--- config.mk ---
export PLATFORM = sky130hd
export DESIGN_NAME = alu_cmd_sequencer
export DESIGN_NICKNAME = d
export VERILOG_FILES = /design/src/rtl/alu_seq_pkg.sv /design/src/rtl/alu_result_mux.sv /design/src/rtl/alu_cmd_sequencer.sv
export SDC_FILE = /design/constraint.sdc
export NUM_CORES = 1
export LEC_CHECK = 0
export BUFFER_PORTS_ARGS = -buffer_cell sky130_fd_sc_hd__buf_2
export CORE_MARGIN = 5
export CORE_UTILIZATION = 49
export DETAILED_ROUTE_END_ITERATION = 12
export PLACE_DENSITY = 0.81
export RECOVER_POWER = 100
export SYNTH_ARGS = -nofsm -noshare
export SYNTH_HDL_FRONTEND = slang
export SYNTH_SLANG_ARGS = --single-unit
--- constraint.sdc ---
create_clock -name clk -period 2.8 [get_ports clk]
set_input_delay 0.42 -clock clk [delete_from_list [all_inputs] [get_ports clk]]
set_output_delay 0.42 -clock clk [all_outputs]
set_load 0.03 [all_outputs]
--- src/rtl/alu_seq_pkg.sv ---
// alu_seq_pkg: shared width, opcodes and FSM encoding for alu_cmd_sequencer
package alu_seq_pkg;
  localparam int DW = 8;
  localparam logic [1:0] OP_ADD = 2'd0;
  localparam logic [1:0] OP_SUB = 2'd1;
  localparam logic [1:0] OP_XOR = 2'd2;
  localparam logic [1:0] OP_SHL = 2'd3;
  typedef enum logic [1:0] {IDLE, EXEC, RESP} state_t;
endpackage

--- src/rtl/alu_result_mux.sv ---
// alu_result_mux: selects ALU result/flag by opcode and flags a zero result
module alu_result_mux
  import alu_seq_pkg::*;
(
  input  logic [1:0]    op,
  input  logic [DW-1:0] sum,
  input  logic [DW-1:0] diff,
  input  logic [DW-1:0] xr,
  input  logic [DW-1:0] shl,
  input  logic          cout,
  input  logic          bout,
  output logic [DW-1:0] result,
  output logic          flag,
  output logic          zero
);
  always_comb begin
    result = op == OP_SHL ? shl : op == OP_XOR ? xr : op == OP_SUB ? diff : sum;
    flag   = op == OP_ADD ? cout : op == OP_SUB ? bout : 1'b0;
    zero   = result == '0;
  end
endmodule

--- src/rtl/alu_cmd_sequencer.sv ---
// alu_cmd_sequencer: valid/ready command front-end for the 8-bit ALU.
// Define ACC_CHAIN_EN to build the accumulator used by cmd_chain.
module alu_cmd_sequencer
  import alu_seq_pkg::*;
(
  input  logic          clk,
  input  logic          rst,
  input  logic          cmd_valid,
  output logic          cmd_ready,
  input  logic [1:0]    cmd_op,
  input  logic [DW-1:0] cmd_a,
  input  logic [DW-1:0] cmd_b,
  input  logic          cmd_chain,
  output logic [DW-1:0] alu_a,
  output logic [DW-1:0] alu_b,
  output logic [1:0]    alu_op,
  input  logic [DW-1:0] alu_sum,
  input  logic [DW-1:0] alu_diff,
  input  logic [DW-1:0] alu_xor,
  input  logic [DW-1:0] alu_shl,
  input  logic          alu_cout,
  input  logic          alu_bout,
  output logic          rsp_valid,
  input  logic          rsp_ready,
  output logic [DW-1:0] rsp_result,
  output logic          rsp_flag,
  output logic          rsp_zero,
  output logic [15:0]   rsp_cnt
);
  state_t state, state_n;
  logic [DW-1:0] mux_result, op_a;
  logic mux_flag, mux_zero, cmd_fire, rsp_fire;
  assign cmd_ready = state == IDLE;
  assign rsp_valid = state == RESP;
  assign cmd_fire  = cmd_valid && cmd_ready;
  assign rsp_fire  = rsp_valid && rsp_ready;
  alu_result_mux u_mux (
    .op(alu_op), .sum(alu_sum), .diff(alu_diff), .xr(alu_xor), .shl(alu_shl),
    .cout(alu_cout), .bout(alu_bout), .result(mux_result), .flag(mux_flag), .zero(mux_zero)
  );
`ifdef ACC_CHAIN_EN
  logic [DW-1:0] acc;
  always_ff @(posedge clk or posedge rst)
    if (rst) acc <= '0;
    else if (state == EXEC) acc <= mux_result;
  assign op_a = cmd_chain ? acc : cmd_a;
`else
  logic unused_chain;
  assign unused_chain = cmd_chain;
  assign op_a = cmd_a;
`endif
  always_ff @(posedge clk or posedge rst)
    if (rst) state <= IDLE;
    else state <= state_n;
  always_comb begin
    state_n = state;
    state_n = state == IDLE ? (cmd_fire ? EXEC : IDLE) :
              state == EXEC ? RESP : (rsp_fire ? IDLE : RESP);
  end
  always_ff @(posedge clk or posedge rst)
    if (rst) begin
      alu_a      <= '0;
      alu_b      <= '0;
      alu_op     <= '0;
      rsp_result <= '0;
      rsp_flag   <= 1'b0;
      rsp_zero   <= 1'b0;
      rsp_cnt    <= '0;
    end else begin
      if (cmd_fire) begin
        alu_a  <= op_a;
        alu_b  <= cmd_b;
        alu_op <= cmd_op;
      end
      if (state == EXEC) begin
        rsp_result <= mux_result;
        rsp_flag   <= mux_flag;
        rsp_zero   <= mux_zero;
      end
      if (rsp_fire) rsp_cnt <= rsp_cnt + 16'd1;
    end
endmodule
---- Yosys cells after proc, flatten, opt, wreduce, memory -nomap -nowiden ----
Index checks and enable logic that the tools add are counted.
Widths: inputs -> output; s select.
operators by class
  add/subtract/negate cells ............... 1
  eq/ne operators ......................... 5
  multiplexer cells ....................... 9
  reduce and logical (&&, ||, !) cells .... 5
operator list
  cell                   number
  $mux 8                 3
  $add 16x1->16 const B  1
  $logic_not 8->1        1
  $eq 2x2->1 const B     3
  $mux 2                 3
  $eq 2x1->1 const B     2
  $logic_not 2->1        2
  $mux 1                 3
  $logic_and 1x1->1      2
word-level totals
  register bits after elaboration ......... 46
  output and inout bits ................... 46
  logic and storage cells ................. 28

---- Longest topological paths before layout ----
  word-level depth ........................ 5
  gate-level depth with buffers ........... 5

---- Modules after synthesis ----
A second synthesis with hierarchy kept.
unflattened totals
  cells, all modules ...................... 143
  area total of the unflattened synthesis .. 2,088.3 µm²
modules (own cells, without submodules)
  module             instances  cells each  area an instance (µm²)  sequential area each (µm²)
  alu_cmd_sequencer  1          128         1,853.0                 1,151.1
  alu_result_mux     1          15          235.2                   0.0

---- Least setup slack after synthesis ----
Ideal clock, no wire load.
  path kind ............................... register to register
  start point ............................. reg state[1]
  end point ............................... reg alu_a[0]
  setup time .............................. 0.128 ns
  arrival ................................. 1.747 ns
  data required time ...................... 2.672 ns
  path slack .............................. 0.925 ns
  cell stages (with the launch flop) ...... 6
  path buffers ............................ 2
  path through ............................ dfrtp_1 nor2_1 and2_1 buf_2 buf_4 mux2_1
on the way
  cells in the longest elaborated chain, start to end .. 2
RTL lines
  element                 RTL line                 source
  start, declared         alu_cmd_sequencer.sv:30  state_t state, state_n;
  start signal, assigned  alu_cmd_sequencer.sv:54  else state <= state_n;
  $logic_not 2->1         alu_cmd_sequencer.sv:33  assign cmd_ready = state == IDLE;
  via cmd_ready           alu_cmd_sequencer.sv:9   output logic cmd_ready,
  $logic_and 1x1->1       alu_cmd_sequencer.sv:35  assign cmd_fire = cmd_valid && cmd_ready;
  via cmd_fire            alu_cmd_sequencer.sv:32  logic mux_flag, mux_zero, cmd_fire, rsp_fire;
  end signal, assigned    alu_cmd_sequencer.sv:71  alu_a <= op_a;
  end, declared           alu_cmd_sequencer.sv:14  output logic [DW-1:0] alu_a,
The timed path passes the listed nets, and every way through them passes these cells.
A chain may end at the register's enable or synchronous reset.

---- Worst setup path after layout ----
  start point ............................. reg state[1]
  end point ............................... reg alu_b[6]
on the way
  cells in the longest elaborated chain, start to end .. 2
RTL lines
  element               RTL line                 source
  $logic_not 2->1       alu_cmd_sequencer.sv:33
  $logic_and 1x1->1     alu_cmd_sequencer.sv:35
  end signal, assigned  alu_cmd_sequencer.sv:72  alu_b <= cmd_b;
  end, declared         alu_cmd_sequencer.sv:15  output logic [DW-1:0] alu_b,
No other way between the ends.

==> key figures <==
Setup path
  – Crit-path leading delay family: simple AND/OR/NAND/NOR gates
  – CP peak stage delay: 950 ps
  – Critical Path Stages: 3
  – CP endpoint kind: register
  – CP Max Fanout: 19
  – Reg2reg path depth: 3
  – Critical Path RT: 2970 ps
  – Buffers & Inverters on Critical Path: 0
  – Worst endpoint data arrival time: 2270 ps
  – Critical path type: reg2reg
  – Startpoint types: register
  – CP max-delay cell: and2_0
  – Worst path cell trace: nor2_1 > and2_0 > mux2_1

Placed design
  – DP HPWL: 3850 um
  – I/O Buffers: 101
  – Pre-CTS WS: 947 ps
  – Final RePlAce weighted congestion: 0.845

Job
  – Max-capacitance violation count: 1

Synthesis
  – Post-synthesis mux area share: 19.9%
  – Largest area contributor in the netlist: dfrtp_1
  – Synth Area in Simple Gates: 14.0%
  – Largest family of logic cells by synthesized area: multiplexers
  – Syn_nets: 223
  – Synth top area share: 55.6%
  – Post-Synth XOR/XNOR Area: 6.34%
  – Post-synthesis adder-cell area fraction: 0.604%
  – Synth cell types: 31
  – Synth Register Bits: 46
  – Synth Instances: 165
  – Sequential share of the synthesized area: 55.6%
  – Synthesized area per cell: 12.5 um2
  – Compound-gate portion of the synthesized area: 0.725%
  – Top post-synthesis cells by area: dfrtp_1 56%, mux2_1 10%, mux4_2 6.5%
  – Ys Warns: 0
  – Mapped Area: 0.00207 mm2

Routing
  – Drt pass-1 iters: 5
  – DRT iter0 DRCs: 64
  – Antenna-violating nets left: 0
  – Drc violations: 0
  – Vias/cell: 4.95
  – Routed len/inst: 15.4 um
  – Via count: 1563
  – Routed WL: 4860 um

Die
  – Die Height: 75.0 um
  – I/O pin total: 103
  – Chip Width: 75.0 um
  – Floorplan core area: 0.00406 mm2
  – Rows: 23
  – Starting density of the core: 51.0%
  – Die footprint: 0.00563 mm2

Clocking
  – CTS tree: built
  – CTS H-tree depth: 2
  – Clock Latency Late Sink: 290 ps
  – Worst-case clock buffer depth: 2
  – Root Buffer Master: clkbuf_8
  – Number of gates resized after CTS: 0
  – Total CTS buffers: 5
  – CTS Sinks: 46
  – Reg clk slew, reported paths: 80 ps
  – Post-CTS Setup Bufs: 0
  – Hold buffers post-CTS: 0

Timing
  – RSZ-0062 raised after global routing: false
  – Hold Violations, Final: 0
  – Final setup fails: 0
  – Relative slew margins: -11.7%
  – Max-slew violations: 47
  – Minimum clock period: 2090 ps
  – F_max: 477 MHz
  – Worst-Margin Slew: 1670 ps
  – Fin crit share: 74.8%
  – Clk_skew: 4.39 ps
  – Fin worst setup slack: 705 ps
  – Hold Slack: 341 ps
  – Post-route setup TNS: 0 ps

Layout
  – Final-stage net count: 323
  – # fillers: 361
  – Share of cells above drive strength 1: 25.9%
  – Area Overhead vs Synth: 26.6%
  – Antenna cells: 0
  – Multi-input gate area: 853 um2
  – Register Area: 0.00115 mm2

Pwr
  – Worst IR Drop VDD: 641 uV
  – Pwr Density: 924 mW/mm2
  – Leak: 1.27 nW
  – Final Power: 2.42 mW

Worst hold path
  – Worst hold path type: in2reg
  – Min-Delay Path Depth: 2

Status
  – Status: finished, violations left
  – Violated checks: capacitance limit, slew limit

Global route
  – Gr ovfl total: 0
  – Number of antenna violations at the first check in global routing: 0
  – Overall routing resource usage: 19.1%
  – Global-route wire length before repair: 8010 um
  – Largest net degree at the start of global routing: 47
  – Vias in the first global route: 1680
==> through the flow <==
step	util [%]	instance area, um2	instances
6_report	64.6	2620	316
5_1_grt	64.6	2620	316
4_1_cts	66.2	2690	316
3_5_place_dp	63.9	2590	308
3_3_place_gp	63.9	2590	308
2_1_floorplan	-	2070	165
==> Yosys cell counts (all sizes together) <==
| cell | n |
|---|---|
| clkbuf | 3 |
| or2 | 1 |
| xor2 | 9 |
| and4 | 1 |
| nor2b | 2 |
| and3 | 1 |
| dfrtp | 46 |
| inv | 4 |
| o31ai | 1 |
| nor3b | 1 |
| xnor2 | 6 |
| and3b | 1 |
| mux2 | 19 |
| a21o | 1 |
| nand2 | 32 |
| ha | 1 |
| and2 | 1 |
| mux2i | 1 |
| nor4 | 2 |
| nand3 | 5 |
| buf | 5 |
| mux4 | 8 |
| nor2 | 5 |
| nand4 | 3 |
| nor3 | 5 |
| nand2b | 1 |
==> cell type report <==
cell class / count / share of cell area (%)
flip-flops and latches: 46 / 43.9
repair buffers: 101 / 17.1
clock buffers: 7 / 3.29
clock inverters: 1 / 0.191
well taps: 50 / 2.39
multi-input cells: 107 / 32.6
inverters: 4 / 0.573
==> path summary, 6_finish.rpt <==
kind | endpoint | from | slack [ps]
setup / recovery | alu_b[6] | state[1] | 710
hold reg to reg | rsp_cnt[15] | rsp_cnt[15] | 470
max in group asynchronous | rsp_result[5] | rst | 1190
min in group asynchronous | alu_b[4] | rst | 640
setup reg to reg | alu_b[6] | state[1] | 710
hold / removal | alu_a[3] | cmd_a[3] | 340
==> routing by layer <==
| layer | vias up | global-route usage (%) | wire length [um] |
|---|---|---|---|
| met5 | - | 0 | 0 |
| met3 | 8 | 7.88 | 317 |
| met1 | 741 | 23.6 | 2000 |
| met4 | 0 | 5.14 | 49 |
| met2 | 52 | 30.9 | 2490 |
| li1 | 762 | - | - |
==> sequential cells by signal, indices dropped and copies added, names as in the netlist <==
| signal | cells |
|---|---|
| alu_b | 8 |
| alu_a | 8 |
| alu_op | 2 |
| rsp_result | 8 |
| rsp_cnt | 16 |
| rsp_zero | 1 |
| rsp_flag | 1 |
| state | 2 |
==> report_power, final <==
| group | total, mW | switching (mW) | internal [mW] |
|---|---|---|---|
| Sequential | 1.04 | 0.174 | 0.861 |
| Combinational | 0.979 | 0.666 | 0.314 |
| Clock | 0.408 | 0.209 | 0.199 |
==> cells by family (layout without fill, tap and decap cells) <==
kind of cell,after synthesis,count (layout)
buffers and inverters,12,113
adders and majority gates,1,1
AOI/OAI and AO/OA,2,2
xor gates and xnor gates,15,15
and+or+nand+nor,61,61
DFF,46,46
muxes,28,28
==> worst register-to-register path, stage by stage (launching register included) <==
cell and delay (ps):
dfrtp_1 440, nor2_1 190, and2_0 950, mux2_1 400
==> cells in the final DEF, fill, tap and decap left out, types with 3 or more instances in the layout <==
cell,netlist,final
buf_2,3,55
clkbuf_1,3,47
clkbuf_8,0,6
dfrtp_1,46,46
inv_1,3,3
mux2_1,19,19
mux4_2,6,6
nand2_1,32,32
nand3_1,5,5
nand4_1,2,3
nor2_1,5,5
nor3_1,5,5
xnor2_1,6,6
xor2_1,9,9
No activity file was read; power rests on OpenSTA's default activity.
